**src/rtl/pc_sequencer_pkg.sv**
```systemverilog
// Shared types and constants for the program sequencer: lifecycle states and
// the branch flag-select encoding used by the decoder.
package seq_pkg;

  typedef enum logic [1:0] {
    S_IDLE = 2'd0,
    S_RUN  = 2'd1,
    S_WAIT = 2'd2,
    S_HALT = 2'd3
  } state_t;

  localparam logic [1:0] BSEL_EQ    = 2'b00;
  localparam logic [1:0] BSEL_LT    = 2'b01;
  localparam logic [1:0] BSEL_OVF   = 2'b10;
  localparam logic [1:0] BSEL_START = 2'b11;

endpackage

```
**src/rtl/pc_sequencer_branch_resolve.sv**
```systemverilog
// Combinational branch resolution: picks the flag named by branch_sel and
// produces the next sequential or branch-target program counter.
module branch_resolve
  import seq_pkg::*;
#(
  parameter int PC_W  = 10,
  parameter int OFF_W = 6
) (
  input  logic [PC_W-1:0]  pc_i,
  input  logic             branch_i,
  input  logic [1:0]       branch_sel_i,
  input  logic             flag_eq_i,
  input  logic             flag_lt_i,
  input  logic             flag_ovf_i,
  input  logic             use_lut_i,
  input  logic [OFF_W-1:0] offset_i,
  input  logic [PC_W-1:0]  lut_target_i,
  output logic             taken_o,
  output logic [PC_W-1:0]  next_pc_o
);

  logic            sel_flag;
  logic [PC_W-1:0] offset_ext;
  logic [PC_W-1:0] target;

  always_comb begin
    sel_flag = 1'b0;
    case (branch_sel_i)
      BSEL_EQ:    sel_flag = flag_eq_i;
      BSEL_LT:    sel_flag = flag_lt_i;
      BSEL_OVF:   sel_flag = flag_ovf_i;
      BSEL_START: sel_flag = 1'b0;  // start marker behaves as a nop
      default:    sel_flag = 1'b0;
    endcase
  end

  // Sum is truncated to PC_W bits, so negative offsets wrap around naturally.
  assign offset_ext = {{(PC_W-OFF_W){offset_i[OFF_W-1]}}, offset_i};
  assign target     = use_lut_i ? lut_target_i : (pc_i + offset_ext);
  assign taken_o    = branch_i & sel_flag;
  assign next_pc_o  = taken_o ? target : (pc_i + PC_W'(1));

endmodule

```
**src/rtl/pc_sequencer.sv**
```systemverilog
// Program sequencer: owns the PC, runs the IDLE/RUN/WAIT/HALT lifecycle,
// resolves branches, stalls for memory reads and gates architectural writes.
module pc_sequencer
  import seq_pkg::*;
#(
  parameter int PC_W    = 10,
  parameter int OFF_W   = 6,
  parameter int MEM_LAT = 2,
  parameter int CNT_W   = 16
) (
  input  logic             clk,
  input  logic             reset,
  input  logic             go,
  input  logic [PC_W-1:0]  start_addr,
  input  logic             ctrl_branch,
  input  logic             ctrl_done,
  input  logic             ctrl_mem_rd,
  input  logic [1:0]       branch_sel,
  input  logic             use_lut,
  input  logic [OFF_W-1:0] offset,
  input  logic [PC_W-1:0]  lut_target,
  input  logic             flag_eq,
  input  logic             flag_lt,
  input  logic             flag_ovf,
  output logic [PC_W-1:0]  pc,
  output logic             commit_o,
  output logic             stall_o,
  output logic             done_o,
  output logic [CNT_W-1:0] cycle_cnt,
  output state_t           state_o
);

  localparam int WAIT_W = (MEM_LAT > 2) ? $clog2(MEM_LAT) : 1;
  localparam logic [WAIT_W-1:0] WAIT_INIT = WAIT_W'((MEM_LAT > 0) ? MEM_LAT - 1 : 0);
  localparam bit STALL_EN = (MEM_LAT > 0);

  state_t            state_q, state_d;
  logic [PC_W-1:0]   pc_q, pc_d;
  logic [CNT_W-1:0]  cnt_q, cnt_d, cnt_inc;
  logic [WAIT_W-1:0] wait_q, wait_d;
  logic              done_q, done_d;
  logic              go_q;
  logic              go_edge;
  logic              commit_raw, stall_raw;
  logic              br_branch;
  logic              br_taken;
  logic [PC_W-1:0]   br_next_pc;

  assign go_edge = go & ~go_q;
  assign cnt_inc = (cnt_q == {CNT_W{1'b1}}) ? cnt_q : cnt_q + CNT_W'(1);
  // done and mem_rd outrank a branch if decode ever asserts more than one.
  assign br_branch = ctrl_branch & ~ctrl_done & ~ctrl_mem_rd;

  branch_resolve #(
    .PC_W (PC_W),
    .OFF_W(OFF_W)
  ) u_branch_resolve (
    .pc_i        (pc_q),
    .branch_i    (br_branch),
    .branch_sel_i(branch_sel),
    .flag_eq_i   (flag_eq),
    .flag_lt_i   (flag_lt),
    .flag_ovf_i  (flag_ovf),
    .use_lut_i   (use_lut),
    .offset_i    (offset),
    .lut_target_i(lut_target),
    .taken_o     (br_taken),
    .next_pc_o   (br_next_pc)
  );

  always_comb begin
    state_d    = state_q;
    pc_d       = pc_q;
    cnt_d      = cnt_q;
    wait_d     = wait_q;
    done_d     = done_q;
    commit_raw = 1'b0;
    stall_raw  = 1'b0;
    case (state_q)
      S_IDLE: begin
        if (go_edge) begin
          pc_d    = start_addr;
          cnt_d   = '0;
          state_d = S_RUN;
        end
      end
      S_RUN: begin
        cnt_d = cnt_inc;
        if (ctrl_done) begin
          done_d  = 1'b1;
          state_d = S_HALT;
        end else if (ctrl_mem_rd && STALL_EN) begin
          stall_raw = 1'b1;
          wait_d    = WAIT_INIT;
          state_d   = S_WAIT;
        end else begin
          commit_raw = 1'b1;
          pc_d       = br_next_pc;
        end
      end
      S_WAIT: begin
        cnt_d = cnt_inc;
        if (wait_q != '0) begin
          stall_raw = 1'b1;
          wait_d    = wait_q - WAIT_W'(1);
        end else begin
          // Final cycle of the load: write back, then resume at the next word.
          commit_raw = 1'b1;
          pc_d       = pc_q + PC_W'(1);
          state_d    = S_RUN;
        end
      end
      S_HALT: begin
        if (go_edge) begin
          done_d  = 1'b0;
          pc_d    = start_addr;
          cnt_d   = '0;
          state_d = S_RUN;
        end
      end
      default: state_d = S_IDLE;
    endcase
  end

  always_ff @(posedge clk) begin
    if (reset) begin
      state_q <= S_IDLE;
      pc_q    <= '0;
      cnt_q   <= '0;
      wait_q  <= '0;
      done_q  <= 1'b0;
      go_q    <= 1'b0;
    end else begin
      state_q <= state_d;
      pc_q    <= pc_d;
      cnt_q   <= cnt_d;
      wait_q  <= wait_d;
      done_q  <= done_d;
      go_q    <= go;
    end
  end

  // Reset suppresses writes in the same cycle it is asserted.
  assign commit_o  = commit_raw & ~reset;
  assign stall_o   = stall_raw & ~reset;
  assign pc        = pc_q;
  assign done_o    = done_q;
  assign cycle_cnt = cnt_q;
  assign state_o   = state_q;

  logic unused_taken;
  assign unused_taken = br_taken;

endmodule

```
**config.mk**
```make
export PLATFORM = sky130hd
export DESIGN_NAME = pc_sequencer
export DESIGN_NICKNAME = d
export VERILOG_FILES = /design/src/rtl/pc_sequencer_pkg.sv /design/src/rtl/pc_sequencer_branch_resolve.sv /design/src/rtl/pc_sequencer.sv
export SDC_FILE = /design/constraint.sdc
export NUM_CORES = 1
export LEC_CHECK = 0
export BUFFER_PORTS_ARGS = -buffer_cell sky130_fd_sc_hd__buf_2
export CAP_MARGIN = 0
export CORE_MARGIN = 2
export CORE_UTILIZATION = 25
export DETAILED_ROUTE_END_ITERATION = 10
export PLACE_DENSITY_LB_ADDON = 0.1
export SLEW_MARGIN = 10
export SYNTH_ARGS = -nofsm -noshare
export SYNTH_HDL_FRONTEND = slang
export SYNTH_SLANG_ARGS = --single-unit
```
**constraint.sdc**
```tcl
create_clock -name clk -period 2.1 [get_ports clk]
set_input_delay 0.42 -clock clk [delete_from_list [all_inputs] [get_ports clk]]
set_output_delay 0.42 -clock clk [all_outputs]
set_load 0.005 [all_outputs]
```
==> flow_metrics.py <==
metrics = {
    "global_route": {
        "grtUsageTotal_pct": 14.3,
        "grt_remaining_overflow": 0,
        "grt_max_degree": 15,
        "grt_pass1_vias": 2543,
        "antenna_found_initial": 0,
        "grt_pass1_wl_um": 12800,
    },
    "route": {
        "drt_iter0_drc": 64,
        "vias": 2588,
        "drt_wl_total_um": 7770,
        "first_pass_iters": 4,
        "drc": 0,
        "vias_per_cell": 4.82,
        "antenna_left": 0,
        "wl_per_cell_um": 14.5,
    },
    "synthesis": {
        "synthMuxAreaShare_pct": 4.04,
        "ys_ff_latch": 31,
        "synthAdderAreaFrac_pct": 7.68,
        "yosysTopAreaCellShare_pct": 24.4,
        "syn-num-nets": 366,
        "syn_avg_cell_area_sq_um": 8.12,
        "ys_seq_area_share_pct": 24.4,
        "synthArstFlopShare_pct": 0,
        "synth_top_flop_cell": "dfxtp_1",
        "synth-xor-area-share_pct": 7.58,
        "synth-edff-count": 0,
        "ys_warn_count": 0,
        "yosysUniqueCellTypes": 64,
        "synthCells": 313,
        "synth_top_area_cell": "dfxtp_1",
        "synth_compound_area_share_pct": 27.0,
        "syn_area_sq_um": 2540,
        "synth_top_family_by_area": "compound AO/OA/AOI/OAI gates",
        "synthSimpleGateAreaFrac_pct": 24.1,
        "synth_top_cells_by_area": "dfxtp_1 24%, ha_1 6.9%, xor2_1 5.5%, a21oi_1 4.7%, nand2_1 4.7%",
    },
    "floorplanning": {
        "die_x_um": 105,
        "core_area_sq_um": 9820,
        "rows": 36,
        "die_area_sq_um": 11000,
        "die_h_um": 105,
        "io_pins": 69,
        "start_util_pct": 25.9,
    },
    "sta": {
        "hold_viol_final": 0,
        "fin_crit_sh_pct": 95.5,
        "grt_setup_unrepaired": "yes",
        "fin_ws_ns": 0.0949,
        "min_period_ns": 2.01,
        "setup_viol": 0,
        "worstMarginPinSlew_ns": 0.422,
        "slew_viol_final": 0,
        "fmax_mhz": 499,
        "skew_ns": 0.0123,
        "slew-limit-headroom_pct": 71.8,
    },
    "setup_path": {
        "cpPeakStageDelay_ns": 0.34,
        "cpMaxStageDelayCell": "fa_2",
        "cp_top_family": "compound AO/OA/AOI/OAI gates",
        "crit_cells": 8,
        "end_kind": "register",
        "crit_chain": "ha_2 -> fa_2 -> a211oi_2 -> nor2_2 -> o311ai_2 -> mux2i_1 -> o2111ai_1 -> a21oi_1",
        "cp_data_required_time_ns": 2.32,
        "critPathLaunch": "pc[0]$_SDFFE_PP0P_",
        "path_buf_inv": 0,
        "rrSetupSlack_ns": 0.09,
        "timing.rr.start": "pc[0]$_SDFFE_PP0P_",
        "critPathArrivalTime_ns": 2.22,
        "crit_path_max_fanout": 2,
        "worstSetupPathType": "reg2reg",
        "cp-endpoint": "pc[8]$_SDFFE_PP0P_",
        "crit_path_start_kind": "register",
        "r2r-end": "pc[8]$_SDFFE_PP0P_",
        "r2r_cells": 8,
    },
    "clock_network": {
        "cts.clk_slew.worst_paths_ns": 0.07,
        "numCtsBuffers": 5,
        "cts_setup_buffers": 0,
        "clk_latency_ns": 0.28,
        "htree_num_levels": 2,
        "cts_hold_buffers": 0,
        "cts_sinks": 31,
        "clockBufferDepth": 2,
        "cts-root-buf": "clkbuf_8",
        "cts_tree": "built",
    },
    "power_and_ir_drop": {
        "p_per_area_nw_per_um2": 969,
        "total_power_mw": 3.23,
        "comb_power_share_pct": 55.9,
        "p_seq_share_pct": 25.0,
        "pwr-share-clk_pct": 19.1,
        "vdd_drop_max_mv": 0.337,
        "p_switching_mw": 1.31,
        "leakagePower_nw": 1.50,
        "internal_power_mw": 1.92,
        "p_sw_share_pct": 40.6,
    },
    "placed_design": {
        "dpl.hpwl_um": 6230,
        "placed_cell_area_sq_um": 3190,
        "gp_congestion": 0.778,
        "dpl_worst_slack_ns": -0.285,
        "portBuffers": 68,
    },
    "finish": {
        "final_cell_area_sq_um": 3340,
        "diodes": 0,
        "synthToLayoutAreaGrowth_pct": 31.4,
        "utilization_pct": 34.0,
        "nets": 456,
        "drive_above_1_share_pct": 32.9,
    },
    "job": {
        "drv_cap": 0,
    },
    "worst_hold_path": {
        "hp-class": "in2reg",
    },
    "status": {
        "status": "completed",
    },
}
## synthesized netlist by cell type (2+ instances only)
library cell,number
a21oi_1,24
nor2b_1,3
a31oi_1,4
clkbuf_1,3
nor3_1,10
nand2_1,32
dfxtp_1,31
a211oi_1,5
xnor2_1,6
a22oi_1,6
nand2_2,2
nand3b_1,3
ha_1,14
mux2_2,2
o211ai_1,2
buf_6,2
mux2i_1,8
a32o_1,2
a21o_1,7
inv_1,11
or3_1,4
a211o_1,4
o21a_1,2
o211a_1,3
xor2_1,16
and4_1,5
nor2_1,24
o21ai_0,15
nand3_1,7
nand4_1,8
nand3_2,2
o22ai_1,2
nor4_1,2
o21ai_2,2
a21oi_2,2
nand2b_1,2
buf_2,4
a221oi_1,3
and2_1,4
## cells by family after synthesis
kind of cell	count (synthesis)
AO/OA/AOI/OAI	95
AND/OR/NAND/NOR	116
adder cells (fa/ha/maj)	15
multiplexers	10
flip-flops	31
XOR/XNOR	22
buffers and inverters	24
## area by class of cell
cell class              instances  area [sq um]
well taps                     133           166
clock inverters                 2          35.0
repair buffers                 96           567
inverters                      11          41.3
multi-input cells             258          1820
clock buffers                   6          82.6
fillers                      1103          6480
flip-flops and latches         31           623
## routing by layer
layer | wire length (um) | vias up | global-route usage (%)
met5 | 0 | - | 0
met4 | 76 | 0 | 3.52
met3 | 247 | 6 | 2.50
met2 | 3690 | 44 | 24.5
met1 | 3750 | 1201 | 18.6
li1 | - | 1337 | -
## power groups by stage
stage	clock network, mW	registers (mW)	logic [mW]
2_1_floorplan	0	0.833	1.11
3_5_place_dp	0	0.818	1.78
4_1_cts	0.646	0.805	1.81
5_1_grt	0.670	0.825	2.02
3_3_place_gp	0	0.820	1.80
6_report	0.617	0.809	1.81
## sequential cells by signal (all words and copies together) (netlist names)
| register | flops |
|---|---|
| cycle_cnt | 16 |
| done_o | 1 |
| go_q | 1 |
| pc | 10 |
| state_o | 2 |
| wait_q | 1 |
## worst register-to-register path, cell delays in order (launching register included)
cell	delay, ns
dfxtp_1	0.31
ha_2	0.18
fa_2	0.35
a211oi_2	0.26
nor2_2	0.08
o311ai_2	0.25
mux2i_1	0.25
o2111ai_1	0.12
a21oi_1	0.14
## metrics by stage
| step | cells | hold slack, ns | TNS, ns |
|---|---|---|---|
| 5_1_grt | 537 | 0.440 | -0.0625 |
| 3_3_place_gp | 529 | 0.465 | -0.459 |
| 3_5_place_dp | 529 | 0.470 | -0.545 |
| 4_1_cts | 537 | 0.426 | 0 |
| 6_report | 537 | 0.435 | 0 |
| 2_1_floorplan | 313 | 0.450 | 0 |
## what timing repair did
item / in CTS / in global routing
gates resized for setup: 3 / 6
pin swaps: 3 / 1
cloned: 0 / 0
endpoints found under the setup margin: 1 / 6
## worst min path at each step
stage,endpoint,start,depth (start not counted)
final,go_q$_SDFF_PP0_,go,2
after global routing,go_q$_SDFF_PP0_,go,2
after detailed placement,wait_q$_SDFFE_PP0P_,wait_q$_SDFFE_PP0P_,2
after global placement,wait_q$_SDFFE_PP0P_,wait_q$_SDFFE_PP0P_,2
after floorplan,wait_q$_SDFFE_PP0P_,wait_q$_SDFFE_PP0P_,2
after CTS,go_q$_SDFF_PP0_,go,2
## placed cells by master, fill, tap and decap left out, drive strengths merged, types with 7 or more instances in the layout
cell,instances
xor2,16
a21o,7
a21oi,27
ha,14
dfxtp,31
nor2,26
mux2i,8
inv,11
nand3,9
nand4,8
o21ai,17
nand2,34
nor3,10
buf,96
Power figures use the tool's default switching activity.
